File: src/rtl/req_encoder_16_to_4_pkg.sv
// Shared definitions for the 16-to-4 request encoder and its companion select decoder.
package req_encoder_16_to_4_pkg;

    localparam int unsigned REQ_N = 16;
    localparam int unsigned IDX_W = 4;

    typedef enum logic {
        IDLE  = 1'b0,
        OFFER = 1'b1
    } state_t;

    function automatic logic [REQ_N-1:0] idx_to_onehot(input logic [IDX_W-1:0] idx);
        logic [REQ_N-1:0] oh;
        oh      = '0;
        oh[idx] = 1'b1;
        return oh;
    endfunction

endpackage

File: src/rtl/req_encoder_16_to_4_if.sv
// Request collection and index handshake bundle; master is the encoder side.
interface req_encoder_16_to_4_if;
    import req_encoder_16_to_4_pkg::*;

    logic [REQ_N-1:0] req;
    logic             enable_bit;
    logic [IDX_W-1:0] out_index;
    logic             out_valid;
    logic             out_ready;
    logic [REQ_N-1:0] pending;
    logic             overrun;

    modport master (
        input  req, enable_bit, out_ready,
        output out_index, out_valid, pending, overrun
    );

    modport slave (
        output req, enable_bit, out_ready,
        input  out_index, out_valid, pending, overrun
    );

endinterface

File: src/rtl/req_encoder_16_to_4_pick.sv
// Circular first-set-bit search over 16 lines, starting at a given index.
module pick_first_16
    import req_encoder_16_to_4_pkg::*;
(
    input  logic [REQ_N-1:0] vec,
    input  logic [IDX_W-1:0] start,
    output logic [IDX_W-1:0] idx,
    output logic             found
);

    logic [IDX_W-1:0] pos;

    always_comb begin
        idx   = '0;
        found = 1'b0;
        pos   = '0;
        for (int unsigned k = 0; k < REQ_N; k++) begin
            pos = start + IDX_W'(k);
            if (!found && vec[pos]) begin
                idx   = pos;
                found = 1'b1;
            end
        end
    end

endmodule

File: src/rtl/req_encoder_16_to_4.sv
// Sticky pending register plus fixed/round-robin encoder presenting one index at a time.
module req_encoder_16_to_4
    import req_encoder_16_to_4_pkg::*;
#(
    parameter int unsigned RR_MODE = 0
) (
    input  logic                  clk,
    input  logic                  reset_n,
    req_encoder_16_to_4_if.master bus
);

    state_t           state_q, state_d;
    logic [REQ_N-1:0] pending_q, pending_d, clr_mask;
    logic [IDX_W-1:0] out_index_q, out_index_d;
    logic             out_valid_q, out_valid_d;
    logic             overrun_q, overrun_d;
    logic [IDX_W-1:0] rr_ptr_q, rr_ptr_d, search_start;
    logic [IDX_W-1:0] pick_idx;
    logic             pick_found;
    logic             transfer;

    assign transfer  = out_valid_q & bus.out_ready;
    assign clr_mask  = transfer ? idx_to_onehot(out_index_q) : '0;
    // A request arriving in the clearing cycle re-sets the bit, so set wins over clear.
    assign pending_d = (pending_q & ~clr_mask) | bus.req;
    assign overrun_d = |(bus.req & pending_q & ~clr_mask);

    // The pointer takes the granted index in the same cycle so a back-to-back pick already skips it.
    assign rr_ptr_d     = transfer ? out_index_q : rr_ptr_q;
    assign search_start = (RR_MODE != 0) ? rr_ptr_d + IDX_W'(1) : '0;

    pick_first_16 u_pick (
        .vec   (pending_d),
        .start (search_start),
        .idx   (pick_idx),
        .found (pick_found)
    );

    always_comb begin
        state_d     = state_q;
        out_index_d = out_index_q;
        out_valid_d = out_valid_q;
        case (state_q)
            IDLE: begin
                if (bus.enable_bit && pick_found) begin
                    out_index_d = pick_idx;
                    out_valid_d = 1'b1;
                    state_d     = OFFER;
                end
            end
            OFFER: begin
                if (transfer) begin
                    if (bus.enable_bit && pick_found) begin
                        out_index_d = pick_idx;
                    end else begin
                        out_valid_d = 1'b0;
                        state_d     = IDLE;
                    end
                end
            end
            default: begin
                out_valid_d = 1'b0;
                state_d     = IDLE;
            end
        endcase
    end

    always_ff @(posedge clk or negedge reset_n) begin
        if (!reset_n) begin
            state_q     <= IDLE;
            pending_q   <= '0;
            out_index_q <= '0;
            out_valid_q <= 1'b0;
            overrun_q   <= 1'b0;
            rr_ptr_q    <= '1;
        end else begin
            state_q     <= state_d;
            pending_q   <= pending_d;
            out_index_q <= out_index_d;
            out_valid_q <= out_valid_d;
            overrun_q   <= overrun_d;
            rr_ptr_q    <= rr_ptr_d;
        end
    end

    assign bus.out_index = out_index_q;
    assign bus.out_valid = out_valid_q;
    assign bus.pending   = pending_q;
    assign bus.overrun   = overrun_q;

    offer_backed_by_pending: assert property (
        @(posedge clk) disable iff (!reset_n) out_valid_q |-> pending_q[out_index_q]
    );

endmodule

File: src/flat_wrapper.sv
// flat-port wrapper written by rule: the top's interface ports become plain ports
module req_encoder_16_to_4_flat import req_encoder_16_to_4_pkg::*;
#(
    parameter int unsigned RR_MODE = 0
)
  (clk, reset_n, bus_req, bus_enable_bit, bus_out_ready, bus_out_index, bus_out_valid, bus_pending, bus_overrun);
  req_encoder_16_to_4_if bus_i ();
  input  logic clk;
  input  logic reset_n;
  input wire logic [$bits(bus_i.req)-1:0] bus_req;
  input wire logic [$bits(bus_i.enable_bit)-1:0] bus_enable_bit;
  input wire logic [$bits(bus_i.out_ready)-1:0] bus_out_ready;
  output wire logic [$bits(bus_i.out_index)-1:0] bus_out_index;
  output wire logic [$bits(bus_i.out_valid)-1:0] bus_out_valid;
  output wire logic [$bits(bus_i.pending)-1:0] bus_pending;
  output wire logic [$bits(bus_i.overrun)-1:0] bus_overrun;
  assign bus_i.req = bus_req;
  assign bus_i.enable_bit = bus_enable_bit;
  assign bus_i.out_ready = bus_out_ready;
  assign bus_out_index = bus_i.out_index;
  assign bus_out_valid = bus_i.out_valid;
  assign bus_pending = bus_i.pending;
  assign bus_overrun = bus_i.overrun;
  req_encoder_16_to_4 #(.RR_MODE(RR_MODE)) u_core (.clk(clk), .reset_n(reset_n), .bus(bus_i));
endmodule
File: config.mk
export PLATFORM = sky130hd
export DESIGN_NAME = req_encoder_16_to_4_flat
export DESIGN_NICKNAME = d
export VERILOG_FILES = /design/src/rtl/req_encoder_16_to_4_pkg.sv /design/src/rtl/req_encoder_16_to_4_if.sv /design/src/rtl/req_encoder_16_to_4_pick.sv /design/src/rtl/req_encoder_16_to_4.sv /design/src/flat_wrapper.sv
export SDC_FILE = /design/constraint.sdc
export NUM_CORES = 1
export LEC_CHECK = 0
export CORE_ASPECT_RATIO = 0.8
export CORE_UTILIZATION = 25
export DETAILED_ROUTE_END_ITERATION = 6
export PLACE_DENSITY = 0.44
export SYNTH_ARGS = -nofsm -noshare
export SYNTH_HDL_FRONTEND = slang
export SYNTH_SLANG_ARGS = --single-unit
File: constraint.sdc
create_clock -name clk -period 2.9 [get_ports clk]
set_input_delay 0.435 -clock clk [delete_from_list [all_inputs] [get_ports clk]]
set_output_delay 0.435 -clock clk [all_outputs]
set_load 0.05 [all_outputs]
==> impl_metrics.json <==
{
  "yosysTopAreaCellShare_pct": 43.4,
  "synth_ff_type": "dfrtp_1",
  "slew_headroom_pct": 65.9,
  "coreArea_um2": 5060,
  "clock_latency_ps": 270,
  "cp_num_buf_inv": 2,
  "layout.nets": 212,
  "gp_congestion": 0.836,
  "yosys-top-cells-count": "dfrtp_1, inv_1, nand2_1",
  "diodes": 0,
  "die_area_um2": 5600,
  "dr_total_vias": 1280,
  "tightest_slew_ps": 510,
  "first_pass_iters": 4,
  "ios": 42,
  "dieHeight_um": 67.1,
  "m1WireLength_um": 2150,
  "min_period_over_period_pct": 88.9,
  "setup_viol": 0,
  "syn_inst": 134,
  "r2r-start": "u_core.bus.out_index[3]",
  "layout_setup_ws_ps": 322,
  "yosysTopAreaCell": "dfrtp_1",
  "drc": 0,
  "peakVddDrop_uv": 177,
  "crit_chain": "clkdlybuf4s50_1 > buf_4 > nand4b_1 > o31a_1 > or4_4 > nand4b_4 > or3_1 > a32oi_1",
  "synth_area_leaders": "dfrtp_1, o21a_1, o31a_1",
  "routed_wl_um": 4310,
  "cts_resized": 0,
  "die_x_um": 83.4,
  "cp-start-kind": "input port",
  "hold_viol": 0,
  "hp-class": "input port to async pin",
  "portBuffers": 41,
  "route.met2.wl_um": 1950,
  "synth_edf_count": 0,
  "layout-drive-gt1-share_pct": 17.3,
  "start_util_pct": 26.2,
  "power_density_nw_per_um2": 535,
  "synth-seq-cells": 23,
  "track_usage_pct": 16.9,
  "ant_nets": 0,
  "first_global_vias": 1320,
  "cap_violations": 0,
  "grt_max_degree": 24,
  "rr_endpoint": "u_core.bus.out_index[2]",
  "fin_setup_tns_ps": 0,
  "slowest_stage": "clkdlybuf4s50_1",
  "reg2regPathDepth": 8,
  "r2r_slack_ps": 500,
  "htreeDepth": 1,
  "cts_root_buf": "clkbuf_8",
  "cts_sinks": 23,
  "yosysMostFrequentCell": "dfrtp_1",
  "synthArstFlopShare_pct": 100,
  "clk_pin_slew_worst_paths_ps": 80,
  "synth_seq_area_share_pct": 43.4,
  "grt_pass1_wl_um": 7110,
  "critPathKind": "input port to flip-flop",
  "fin_crit_ps": 2580,
  "slowest_delay_ps": 530,
  "skew_ps": 4.10,
  "syn-cell-area_um2": 1330,
  "worstPathArrival_ps": 2770,
  "dr.max_layer_used": "met4",
  "area_delta_synth_final_pct": 47.4,
  "rsz0062_at_grt": "no",
  "yosysWarningCount": 0,
  "path_max_fanout": 5,
  "post_cts.repair.setup_buffers": 0,
  "max_freq_mhz": 388,
  "syn_area_per_cell_um2": 9.89,
  "dp_slack_ps": 46.1,
  "leakage_nw": 0.686,
  "wire_per_inst_um": 17.0,
  "end_kind": "flip-flop",
  "clock_path_buffers": 2,
  "synth_nets": 154,
  "ys_types": 44,
  "vias_per_cell": 5.06,
  "cts_tree": "done",
  "met3_length_um": 182,
  "antenna_found_initial": 0,
  "overflow": 0,
  "status": "finished, final reports clean",
  "cp_top_family": "simple AND/OR/NAND/NOR gates",
  "drt_iter0_markers": 74,
  "maxSlewViolCount": 0,
  "total_power_mw": 1.05,
  "cts_buffers": 3,
  "holdBufCountCts": 0,
  "cp.required_ps": 3090,
  "hpwl_um": 3430,
  "rows": 23
}
power breakdown:
part | switching [mW] | leakage [nW] | internal [mW]
registers | 0.0728 | 0.219 | 0.357
logic | 0.260 | 0.444 | 0.149
clock network | 0.108 | 0.0228 | 0.0984
total | 0.441 | 0.686 | 0.605
worst max-delay path by stage:
stage,from,end,slack (ps),cells after the start
global placement,bus_out_ready,u_core.bus.out_index[1],90,9
detailed placement,bus_out_ready,u_core.bus.out_index[1],50,8
floorplan,u_core.bus.out_valid,u_core.bus.out_index[1],360,6
global route,bus_out_ready,u_core.bus.out_index[2],160,10
finish,bus_out_ready,u_core.bus.out_index[1],320,8
CTS,bus_out_ready,u_core.bus.out_index[1],330,8
placed cells by master (no fill, tap or decap), drive strengths merged, types with 3 or more instances in the layout:
cell           count
a21oi              6
a22oi              3
buf               14
clkbuf             4
clkdlybuf4s50     41
dfrtp             23
inv               12
nand2              9
nand2b             4
nand4              3
nand4b             3
nor2               7
nor4               3
o211ai             3
o21a               7
o21ai              7
o31a               8
or2                7
per-stage QoR:
stage,instance area (µm²),cells,hold WS (ps),util (%)
global placement,1910,249,531,37.7
finish,1950,253,519,38.6
floorplan,1330,134,139,-
CTS,1950,253,535,38.6
detailed placement,1910,249,524,37.7
global route,1950,253,555,38.6
sequential cells by signal, indices dropped and copies added (netlist names):
signal	flops
u_core.state_q	1
u_core.bus.out_valid	1
u_core.bus.overrun	1
u_core.bus.pending	16
u_core.bus.out_index	4
layout make-up:
type	count	area, µm²
Fill cell	522	3110
Multi-Input combinational cell	97	694
Sequential cell	23	576
Timing Repair Buffer	55	515
Tap cell	62	77.6
Clock buffer	4	45.0
Inverter	12	45.0
cells by family (layout without fill, tap and decap cells):
| kind of cell | Yosys count | count (layout) | share of synthesized area, % |
|---|---|---|---|
| compound gates | 50 | 50 | 28.2 |
| simple gates | 47 | 47 | 24.2 |
| flops | 23 | 23 | 43.4 |
| buf+inv | 14 | 71 | 4.15 |
per-layer routing:
metal,up-vias,track usage [%]
li1,624,-
met1,618,22.9
met2,34,28.1
met3,4,3.84
met4,0,3.23
met5,-,0
No activity file was read; power rests on OpenSTA's default activity.
